### src/rtl/pwm_multichannel_pkg.sv
// Shared definitions for the multichannel complementary PWM generator.
//   pwm_mode_e   : counter shape, EDGE (sawtooth) or CENTER (triangle)
//   DEF_*        : default sizing and the width of a per-channel packed bus
package pwm_multichannel_pkg;

    typedef enum logic {
        MODE_EDGE   = 1'b0,
        MODE_CENTER = 1'b1
    } pwm_mode_e;

    localparam int unsigned DEF_BITWIDTH = 8;
    localparam int unsigned DEF_CHANNELS = 3;
    // Per-channel values are packed as channel i at [i*bitwidth +: bitwidth]
    localparam int unsigned DEF_BUS_W    = DEF_BITWIDTH * DEF_CHANNELS;

endpackage

### src/rtl/pwm_multichannel_if.sv
// Configuration / status bundle of the multichannel PWM generator.
//   master : configuration source (drives config, fault controls; reads gates and status)
//   slave  : the PWM block
interface pwm_multichannel_if #(
    parameter int unsigned bitwidth = 8,
    parameter int unsigned channels = 3
);
    localparam int unsigned BUS_W = bitwidth * channels;

    logic                center_aligned;
    logic [bitwidth-1:0] tick_count_period;
    logic [BUS_W-1:0]    tick_count_compare;
    logic [BUS_W-1:0]    deadtime_hs_to_ls;
    logic [BUS_W-1:0]    deadtime_ls_to_hs;
    logic                configuration_load_enable;
    logic                fault;
    logic                fault_clear;
    logic [channels-1:0] highside;
    logic [channels-1:0] lowside;
    logic                period_start;
    logic                fault_latched;

    modport master (
        output center_aligned, tick_count_period, tick_count_compare,
               deadtime_hs_to_ls, deadtime_ls_to_hs, configuration_load_enable,
               fault, fault_clear,
        input  highside, lowside, period_start, fault_latched
    );

    modport slave (
        input  center_aligned, tick_count_period, tick_count_compare,
               deadtime_hs_to_ls, deadtime_ls_to_hs, configuration_load_enable,
               fault, fault_clear,
        output highside, lowside, period_start, fault_latched
    );

endinterface

### src/rtl/pwm_deadtime.sv
// Per-channel dead-time inserter: turns the registered reference into a
// non-overlapping highside/lowside pair.
//   clock, reset          : clock, async active-low reset
//   ref_i                 : registered PWM reference (1 = highside wanted)
//   dly_hs_to_ls_i        : ticks both off after highside turns off
//   dly_ls_to_hs_i        : ticks both off after lowside turns off
//   force_off_i           : drive both gates off and restart both delays
//   highside_o, lowside_o : registered gate drives
module pwm_deadtime #(
    parameter int unsigned bitwidth = 8
) (
    input  logic                clock,
    input  logic                reset,
    input  logic                ref_i,
    input  logic [bitwidth-1:0] dly_hs_to_ls_i,
    input  logic [bitwidth-1:0] dly_ls_to_hs_i,
    input  logic                force_off_i,
    output logic                highside_o,
    output logic                lowside_o
);
    localparam logic [1:0] BOTH_OFF_TO_HS = 2'd0;
    localparam logic [1:0] HS_ON          = 2'd1;
    localparam logic [1:0] BOTH_OFF_TO_LS = 2'd2;
    localparam logic [1:0] LS_ON          = 2'd3;

    localparam logic [bitwidth-1:0] ONE = bitwidth'(1);

    logic [1:0]          state_q, state_d;
    logic [bitwidth-1:0] cnt_q, cnt_d, cnt_inc_c;
    logic                hs_q, ls_q;

    // cnt_q holds how many ticks the reference has already been stable on the
    // side being waited for; it never wraps
    assign cnt_inc_c = (cnt_q == '1) ? cnt_q : cnt_q + ONE;

    // State register; gate outputs registered from the next state
    always_ff @(posedge clock or negedge reset) begin
        if (!reset) begin
            state_q <= BOTH_OFF_TO_LS;
            cnt_q   <= '0;
            hs_q    <= 1'b0;
            ls_q    <= 1'b0;
        end else begin
            state_q <= state_d;
            cnt_q   <= cnt_d;
            hs_q    <= (state_d == HS_ON);
            ls_q    <= (state_d == LS_ON);
        end
    end

    // Next state; a reference reversal during a gap cancels the pending edge
    always_comb begin
        state_d = state_q;
        cnt_d   = cnt_q;
        if (force_off_i) begin
            state_d = BOTH_OFF_TO_LS;
            cnt_d   = '0;
        end else begin
            case (state_q)
                HS_ON: begin
                    if (!ref_i) begin
                        if (dly_hs_to_ls_i == '0) begin
                            state_d = LS_ON;
                        end else begin
                            state_d = BOTH_OFF_TO_LS;
                            cnt_d   = ONE;
                        end
                    end
                end
                LS_ON: begin
                    if (ref_i) begin
                        if (dly_ls_to_hs_i == '0) begin
                            state_d = HS_ON;
                        end else begin
                            state_d = BOTH_OFF_TO_HS;
                            cnt_d   = ONE;
                        end
                    end
                end
                BOTH_OFF_TO_HS: begin
                    if (!ref_i) begin
                        if (dly_hs_to_ls_i == '0) begin
                            state_d = LS_ON;
                        end else begin
                            state_d = BOTH_OFF_TO_LS;
                            cnt_d   = ONE;
                        end
                    end else if (cnt_q >= dly_ls_to_hs_i) begin
                        state_d = HS_ON;
                    end else begin
                        cnt_d = cnt_inc_c;
                    end
                end
                default: begin
                    if (ref_i) begin
                        if (dly_ls_to_hs_i == '0) begin
                            state_d = HS_ON;
                        end else begin
                            state_d = BOTH_OFF_TO_HS;
                            cnt_d   = ONE;
                        end
                    end else if (cnt_q >= dly_hs_to_ls_i) begin
                        state_d = LS_ON;
                    end else begin
                        cnt_d = cnt_inc_c;
                    end
                end
            endcase
        end
    end

    assign highside_o = hs_q;
    assign lowside_o  = ls_q;

endmodule

### src/rtl/pwm_multichannel.sv
// N-channel complementary PWM generator with one shared period counter,
// edge/center alignment, double-buffered configuration and latched fault.
//   clock, reset : clock, async active-low reset
//   bus          : slave side of pwm_multichannel_if (config in, gates/status out)
module pwm_multichannel
    import pwm_multichannel_pkg::*;
#(
    parameter int unsigned bitwidth = 8,
    parameter int unsigned channels = 3
) (
    input logic              clock,
    input logic              reset,
    pwm_multichannel_if.slave bus
);
    localparam int unsigned         BUS_W = bitwidth * channels;
    localparam logic [bitwidth-1:0] ONE   = bitwidth'(1);

    pwm_mode_e           mode_q;
    logic [bitwidth-1:0] p_q;
    logic [BUS_W-1:0]    c_q, dhl_q, dlh_q;
    logic [bitwidth-1:0] cnt_q, cnt_d;
    logic                dir_q, dir_d;     // 1 = counting down (center mode)
    logic                ps_q, ps_d;
    logic                fault_q, fault_d;
    logic                blank_q, blank_d; // gates held off until a clean period start
    logic [channels-1:0] ref_q, ref_d;
    logic [channels-1:0] hs_w, ls_w;
    logic                last_tick_c, load_c, force_off_c;
    logic [bitwidth-1:0] p_next_c;

    // Last tick of the period: P-1 in edge mode, 1 on the way down in center
    // mode (with P==1 the count never goes down, so 1 itself is last)
    always_comb begin
        last_tick_c = 1'b0;
        if (p_q != '0) begin
            if (mode_q == MODE_EDGE) begin
                last_tick_c = (cnt_q == p_q - ONE);
            end else begin
                last_tick_c = (cnt_q == ONE) && (dir_q || (p_q == ONE));
            end
        end
    end

    assign load_c   = bus.configuration_load_enable && (last_tick_c || (p_q == '0));
    assign p_next_c = load_c ? bus.tick_count_period : p_q;

    // Period counter; every load point also restarts the count at 0 going up
    always_comb begin
        cnt_d = cnt_q;
        dir_d = dir_q;
        if ((p_q == '0) || last_tick_c) begin
            cnt_d = '0;
            dir_d = 1'b0;
        end else if (mode_q == MODE_EDGE) begin
            cnt_d = cnt_q + ONE;
        end else if (dir_q) begin
            cnt_d = cnt_q - ONE;
        end else if (cnt_q == p_q) begin
            cnt_d = cnt_q - ONE;
            dir_d = 1'b1;
        end else begin
            cnt_d = cnt_q + ONE;
        end
    end

    // Period start, fault latch and post-fault blanking
    always_comb begin
        ps_d    = last_tick_c && (p_next_c != '0);
        fault_d = fault_q;
        blank_d = blank_q;
        if (bus.fault) begin
            fault_d = 1'b1;
            blank_d = 1'b1;
        end else begin
            if (bus.fault_clear) begin
                fault_d = 1'b0;
            end
            if (ps_d && !fault_q) begin
                blank_d = 1'b0;
            end
        end
    end

    // Per-channel reference compare against the active compare values
    always_comb begin
        ref_d = '0;
        for (int i = 0; i < int'(channels); i++) begin
            ref_d[i] = (cnt_q < c_q[i*bitwidth +: bitwidth]);
        end
    end

    // Raw fault input is included so the gates drop on the edge that samples it
    assign force_off_c = bus.fault || blank_q || (p_q == '0);

    // Active configuration, counter and status registers
    always_ff @(posedge clock or negedge reset) begin
        if (!reset) begin
            mode_q  <= MODE_EDGE;
            p_q     <= '0;
            c_q     <= '0;
            dhl_q   <= '0;
            dlh_q   <= '0;
            cnt_q   <= '0;
            dir_q   <= 1'b0;
            ps_q    <= 1'b0;
            fault_q <= 1'b0;
            blank_q <= 1'b0;
            ref_q   <= '0;
        end else begin
            if (load_c) begin
                mode_q <= pwm_mode_e'(bus.center_aligned);
                p_q    <= bus.tick_count_period;
                c_q    <= bus.tick_count_compare;
                dhl_q  <= bus.deadtime_hs_to_ls;
                dlh_q  <= bus.deadtime_ls_to_hs;
            end
            cnt_q   <= cnt_d;
            dir_q   <= dir_d;
            ps_q    <= ps_d;
            fault_q <= fault_d;
            blank_q <= blank_d;
            ref_q   <= ref_d;
        end
    end

    // One dead-time stage per half bridge
    for (genvar g = 0; g < channels; g++) begin : g_ch
        pwm_deadtime #(
            .bitwidth(bitwidth)
        ) u_deadtime (
            .clock          (clock),
            .reset          (reset),
            .ref_i          (ref_q[g]),
            .dly_hs_to_ls_i (dhl_q[g*bitwidth +: bitwidth]),
            .dly_ls_to_hs_i (dlh_q[g*bitwidth +: bitwidth]),
            .force_off_i    (force_off_c),
            .highside_o     (hs_w[g]),
            .lowside_o      (ls_w[g])
        );
    end

    assign bus.highside      = hs_w;
    assign bus.lowside       = ls_w;
    assign bus.period_start  = ps_q;
    assign bus.fault_latched = fault_q;

endmodule

### src/flat_wrapper.sv
// flat-port wrapper written by rule: the top's interface ports become plain ports
module pwm_multichannel_flat import pwm_multichannel_pkg::*;
#(
    parameter int unsigned bitwidth = 8,
    parameter int unsigned channels = 3
)
  (clock, reset, bus_center_aligned, bus_tick_count_period, bus_tick_count_compare, bus_deadtime_hs_to_ls, bus_deadtime_ls_to_hs, bus_configuration_load_enable, bus_fault, bus_fault_clear, bus_highside, bus_lowside, bus_period_start, bus_fault_latched);
  pwm_multichannel_if #(.bitwidth(bitwidth), .channels(channels)) bus_i ();
  input logic clock;
  input logic reset;
  input wire logic [$bits(bus_i.center_aligned)-1:0] bus_center_aligned;
  input wire logic [$bits(bus_i.tick_count_period)-1:0] bus_tick_count_period;
  input wire logic [$bits(bus_i.tick_count_compare)-1:0] bus_tick_count_compare;
  input wire logic [$bits(bus_i.deadtime_hs_to_ls)-1:0] bus_deadtime_hs_to_ls;
  input wire logic [$bits(bus_i.deadtime_ls_to_hs)-1:0] bus_deadtime_ls_to_hs;
  input wire logic [$bits(bus_i.configuration_load_enable)-1:0] bus_configuration_load_enable;
  input wire logic [$bits(bus_i.fault)-1:0] bus_fault;
  input wire logic [$bits(bus_i.fault_clear)-1:0] bus_fault_clear;
  output wire logic [$bits(bus_i.highside)-1:0] bus_highside;
  output wire logic [$bits(bus_i.lowside)-1:0] bus_lowside;
  output wire logic [$bits(bus_i.period_start)-1:0] bus_period_start;
  output wire logic [$bits(bus_i.fault_latched)-1:0] bus_fault_latched;
  assign bus_i.center_aligned = bus_center_aligned;
  assign bus_i.tick_count_period = bus_tick_count_period;
  assign bus_i.tick_count_compare = bus_tick_count_compare;
  assign bus_i.deadtime_hs_to_ls = bus_deadtime_hs_to_ls;
  assign bus_i.deadtime_ls_to_hs = bus_deadtime_ls_to_hs;
  assign bus_i.configuration_load_enable = bus_configuration_load_enable;
  assign bus_i.fault = bus_fault;
  assign bus_i.fault_clear = bus_fault_clear;
  assign bus_highside = bus_i.highside;
  assign bus_lowside = bus_i.lowside;
  assign bus_period_start = bus_i.period_start;
  assign bus_fault_latched = bus_i.fault_latched;
  pwm_multichannel #(.bitwidth(bitwidth), .channels(channels)) u_core (.clock(clock), .reset(reset), .bus(bus_i));
endmodule
### config.mk
export PLATFORM = sky130hd
export DESIGN_NAME = pwm_multichannel_flat
export DESIGN_NICKNAME = d
export VERILOG_FILES = /design/src/rtl/pwm_multichannel_pkg.sv /design/src/rtl/pwm_multichannel_if.sv /design/src/rtl/pwm_deadtime.sv /design/src/rtl/pwm_multichannel.sv /design/src/flat_wrapper.sv
export SDC_FILE = /design/constraint.sdc
export NUM_CORES = 1
export LEC_CHECK = 0
export CAP_MARGIN = 15
export CORE_ASPECT_RATIO = 1.4
export CORE_MARGIN = 2
export CORE_UTILIZATION = 40
export CTS_BUF_LIST = sky130_fd_sc_hd__clkbuf_8
export CTS_CLUSTER_DIAMETER = 30
export CTS_CLUSTER_SIZE = 30
export DETAILED_ROUTE_END_ITERATION = 10
export PLACE_DENSITY = 0.62
export SLEW_MARGIN = 20
export SYNTH_ARGS = -nofsm -noshare
export SYNTH_HDL_FRONTEND = slang
export SYNTH_SLANG_ARGS = --single-unit
export TNS_END_PERCENT = 100
### constraint.sdc
create_clock -name clock -period 5.27 [get_ports clock]
set_input_delay 1.054 -clock clock [delete_from_list [all_inputs] [get_ports clock]]
set_output_delay 1.054 -clock clock [all_outputs]
set_load 0.05 [all_outputs]
* Word level (Yosys, flattened, before mapping)
Cells that the tools add are included.
** Operators by class
- Add/subtract/negate cells :: 6
- Magnitude comparators :: 9
- Equality and inequality tests :: 31
- Multiplexer cells :: 78
- Reduce and logical (&&, ||, !) cells :: 27
** Operators by type and width (count)
- 2-to-1 mux 8 bit :: 35
- case mux 8 bit (3 select lines) :: 3
- zero test 8 bit :: 7
- >= comparator 8 bit :: 6
- 2-to-1 mux 2 bit :: 21
- adder 8 x 1 -> 8 bit, second input constant :: 4
- equality test 8 bit, second input constant :: 3
- < comparator 8 bit :: 3
- case mux 2 bit (3 select lines) :: 3
- equality test 8 x 1 -> 1 bit, second input constant :: 2
- equality test 8 bit :: 2
- 2-to-1 mux 1 bit :: 16
- nonzero test 8 bit :: 2
- subtractor 8 x 1 -> 8 bit, second input constant :: 2
- inequality test 5 x 1 -> 1 bit, second input constant :: 3
- equality test 2 x 1 -> 1 bit, second input constant :: 6
- equality test 2 bit, second input constant :: 6
- inequality test 4 bit, second input constant :: 3
- AND reduction 4 bit :: 3
- inequality test 3 x 1 -> 1 bit, second input constant :: 3
- inequality test 3 bit, second input constant :: 3
- zero test 2 bit :: 3
- nonzero test 2 bit :: 3
- logical AND 1 bit :: 4
- other kinds (2) :: 5
** Word-level totals
- Register bits :: 132

* Logic depth before layout (Yosys ltp)
- Word-level depth :: 13
- Gate-level depth with buffers :: 9

* Modules after synthesis
From an unflattened synthesis, not the netlist that was laid out.
** Second synthesis, totals
- Cells, all modules :: 1012
- Area total of the unflattened synthesis :: 10346.2 µm²
** Modules (own cells, without submodules)
- pwm_deadtime :: times used 3, cells each 215, area an instance 1752.9 µm², sequential area each 301.5 µm²
- pwm_multichannel :: times used 1, cells each 367, area an instance 5087.4 µm², sequential area each 2402.3 µm²

* Worst setup path after synthesis
No wires, ideal clock.
- Path kind :: reg-to-reg
- From :: reg u_core.cnt_q[2]
- To :: reg u_core.c_q[0]
- Data arrival time :: 2.433 ns
- Slack :: 2.712 ns
- Cell stages (with the launch flop) :: 9
- Period minus slack after synthesis :: 2.558 ns
- Cell sequence :: dfrtp_1 buf_6 or2_1 or4_1 or4_4 o41ai_2 o21ai_4 buf_6 mux2_4
** On the way
- Cells in the longest elaborated chain, start to end :: 6
- Elaborated cells between the ends (all ways) :: 7
** Ends and longest elaborated chain
- from (decl) :: RTL line pwm_multichannel.sv:21 : logic [bitwidth-1:0] cnt_q, cnt_d;
- from (signal assigned) :: RTL line pwm_multichannel.sv:117 : cnt_q <= cnt_d;
- equality test 8 x 1 -> 1 bit :: RTL line pwm_multichannel.sv:39 : last_tick_c = (cnt_q == ONE) && (dir_q || (p_q == ONE));
- logical AND 1 bit :: RTL line pwm_multichannel.sv:39
- 2-to-1 mux 1 bit * :: RTL line pwm_multichannel.sv:36 : if (mode_q == MODE_EDGE) begin
- 2-to-1 mux 1 bit * :: RTL line pwm_multichannel.sv:35 : if (p_q != '0) begin
- logical OR 1 bit * :: RTL line pwm_multichannel.sv:44 : assign load_c = bus.configuration_load_enable && (last_tick_c || (p_q == '0));
- logical AND 1 bit * :: RTL line pwm_multichannel.sv:44
- to (signal assigned) :: RTL line pwm_multichannel.sv:113 : c_q <= bus.tick_count_compare;
- to (decl) :: RTL line pwm_multichannel.sv:20 : logic [BUS_W-1:0] c_q, dhl_q, dlh_q;
Every way passes the cells marked *; elsewhere a longest branch is shown, timed or not.
A chain may end at the register's enable or synchronous reset.

* Final worst setup path
- From :: reg u_core.p_q[2]
- To :: reg u_core.dhl_q[19]
** On the way
- Cells in the longest elaborated chain, start to end :: 7
- Elaborated cells between the ends (all ways) :: 11
** Ends and longest elaborated chain
- from (decl) :: RTL line pwm_multichannel.sv:19 : logic [bitwidth-1:0] p_q;
- from (signal assigned) :: RTL line pwm_multichannel.sv:112 : p_q <= bus.tick_count_period;
- parallel branches: the longest is 5 deep, another holds subtractor 8 x 1 -> 8 bit
- logical OR 1 bit * :: RTL line pwm_multichannel.sv:44
- logical AND 1 bit * :: RTL line pwm_multichannel.sv:44
- to (signal assigned) :: RTL line pwm_multichannel.sv:114 : dhl_q <= bus.deadtime_hs_to_ls;
- to (decl) :: RTL line pwm_multichannel.sv:20
Mark *: on every way between the ends.

==> impl_metrics.yaml <==
run:
  maxCapViolations: 0
routing:
  top_layer_used: "met4"
  ant_nets: 0
  routedWlPerCell_um: 17.9
  viasPerCell: 5.77
  wl_met1_um: 10500
  drt_iter0_markers: 449
  wl_met2_um: 13100
  wl_um: 25400
  dr.pass1.iters: 5
  vias: 8154
  drc_errors: 0
  route.met3.wl_um: 1100
sta:
  rsz0062_at_grt: "false"
  relSlewSlack_pct: 35.5
  hold_ws_ps: 514
  worst_slew_pin_slew_ps: 963
  finalSetupViolCount: 0
  period_share_pct: 60.4
  period_needed_ps: 3180
  maxSlewViolCount: 0
  clock_skew_ps: 14.9
  fin_tns_setup_ps: 0
  max_freq_mhz: 314
  hold_violations: 0
synthesis:
  synth_area_um2: 9740
  syn-instance-count: 1029
  synth.most_common_cell: "dfrtp_1"
  yosysUniqueCellTypes: 77
  synth_sequential_area_ratio_pct: 33.9
  synth-seq-cells: 132
  yosys_warnings: 0
  avgSynthCellArea_um2: 9.47
  synth_edf_count: 0
  synth-async-reset-ratio_pct: 100
  syn_nets: 1193
  synth_area_leaders: "dfrtp_1, mux2_4, ha_1"
  synthFlopType: "dfrtp_1"
  synth_top_cells_by_count: "dfrtp_1, inv_1, ha_1, mux2_4, nand2_1"
  synth_area_leader_cell: "dfrtp_1"
  synth_top_area_share_pct: 33.1
cts:
  clock-root-buffer: "clkbuf_8"
  clock-sinks: 132
  cts_resized: 0
  postCtsSetupBuffers: 0
  holdBufCountCts: 0
  numCtsBuffers: 17
  clkLatencyLatePin_ps: 480
  cts_tree: "done"
  clk_pin_slew_ps: 80
  htreeDepth: 4
  cts_buffer_depth: 2
placement:
  gp_congestion: 0.895
  dpl_cell_area_um2: 10800
  io_buffers: 93
  detailed_place_hpwl_um: 18300
critical_path:
  crit_fanout: 69
  arrival_ps: 3530
  cp_slowest_cell: "nor4_2"
  crit_type: "flip-flop to flip-flop"
  crit_path_max_incr_delay_ps: 660
  start_kind: "flip-flop"
  crit_path_end_kind: "flip-flop"
  critical_path_required_ps: 5620
  path_cells: "nor4_2, nand2_1, xor2_1, o41ai_2, o21ai_4, buf_12, mux2_4"
power:
  leakage_nw: 5.05
  vdd_drop_max_mv: 0.227
  power.density_nw_per_um2: 418
cells_and_area:
  multi_input_area_um2: 5770
  area_growth_syn_to_layout_pct: 15.5
  finalNetCount: 1255
  final_util_pct: 46.9
  register_area_um2: 3310
  diodes: 0
  fillers: 2325
  design_area_um2: 11300
  layout-drive-gt1-share_pct: 12.9
die:
  core_um2: 24000
  pin_count: 94
  dieArea_um2: 25600
  rows: 67
  die_x_um: 136
  die_height_um: 189
  initial_core_util_pct: 40.6
global_routing:
  antenna_found_initial: 0
  grt_start_max_net_pins: 95
  first_global_vias: 8022
  grt_pass1_wl_um: 41900
  grtUsageTotal_pct: 20.6
  gr-total-overflow: 0
min_path:
  hold_class: "flip-flop to flip-flop"
outcome:
  status: "complete, no violations"
cell type report:
cell class                 count  share of cell area (%)
timing repair buffer         100                    8.86
clock buffer                  18                    2.20
sequential                   132                    29.4
tap                          310                    3.45
multi-input combinational    743                    51.3
inverter                      97                    3.24
clock inverter                14                    1.56
sequential cells by signal, indices dropped and copies added, names as in the netlist, 3 cells and up:
name                               cells
u_core.dhl_q                          24
u_core.g_ch.u_deadtime.cnt_q          24
u_core.g_ch.u_deadtime.state_q         6
u_core.dlh_q                          24
u_core.g_ch.u_deadtime.lowside_o       3
u_core.cnt_q                           8
u_core.c_q                            24
u_core.p_q                             8
u_core.ref_q                           3
u_core.g_ch.u_deadtime.highside_o      3
metal layers:
metal | up-vias | track usage [%]
met4 | 0 | 8.33
met2 | 267 | 35.5
met3 | 45 | 3.47
met5 | - | 0
li1 | 3921 | -
met1 | 3921 | 25.2
worst max-delay path: cells and delay by family (launching register included):
kind / cells / cell delay [ps]
buffers and inverters: 1 / 490
AND/OR/NAND/NOR: 2 / 800
AO/OA/AOI/OAI: 2 / 630
XOR/XNOR: 1 / 240
multiplexers: 1 / 350
flip-flops: 1 / 470
path summary, 6_finish.rpt:
kind,from,to,slack [ps],cells past startpoint
max,u_core.p_q[2],u_core.dhl_q[19],2090,7
min,u_core.c_q[18],u_core.c_q[18],510,1
max reg2reg,u_core.p_q[2],u_core.dhl_q[19],2090,7
min reg2reg,u_core.c_q[18],u_core.c_q[18],510,1
max in group asynchronous,reset,u_core.cnt_q[1],3580,2
min in group asynchronous,reset,u_core.dlh_q[11],640,1
layout by cell type (no fill, tap or decap), types with 22 or more instances in the layout:
| cell type | Yosys | layout |
|---|---|---|
| clkdlybuf4s50_1 | 0 | 92 |
| mux2_4 | 76 | 76 |
| dfrtp_1 | 129 | 129 |
| a21oi_1 | 59 | 59 |
| nand3_1 | 32 | 32 |
| nor2_1 | 55 | 55 |
| inv_1 | 95 | 95 |
| o21ai_0 | 49 | 49 |
| ha_1 | 78 | 78 |
| nand2_1 | 69 | 69 |
| nor3_1 | 31 | 31 |
| a31oi_1 | 22 | 22 |
stage by stage:
stage | setup WS [ps] | power (W) | instances
finish | 2090 | 0.00470 | 1414
global route | 1860 | 0.00509 | 1414
CTS | 2080 | 0.00474 | 1414
detailed placement | 2090 | 0.00378 | 1382
global placement | 2170 | 0.00371 | 1382
floorplan | 2710 | 0.00324 | 1029
report_power, final:
group          switching (W)  internal (W)  leakage, nW
Clock               0.000462      0.000485        0.206
Sequential          0.000429       0.00135         1.68
Combinational       0.000932       0.00105         3.17
Total                0.00182       0.00288         5.05
cell families after synthesis:
group                    count (synthesis)  share of synthesized area (%)
AND/OR/NAND/NOR                        274                           14.2
AO/OA/AOI/OAI                          285                           20.3
XOR/XNOR                                20                           1.80
multiplexers                            86                           12.8
flip-flops                             132                           33.9
adder cells (fa/ha/maj)                 78                           10.0
buffers and inverters                  154                           6.94
No activity file was read; power rests on OpenSTA's default activity.
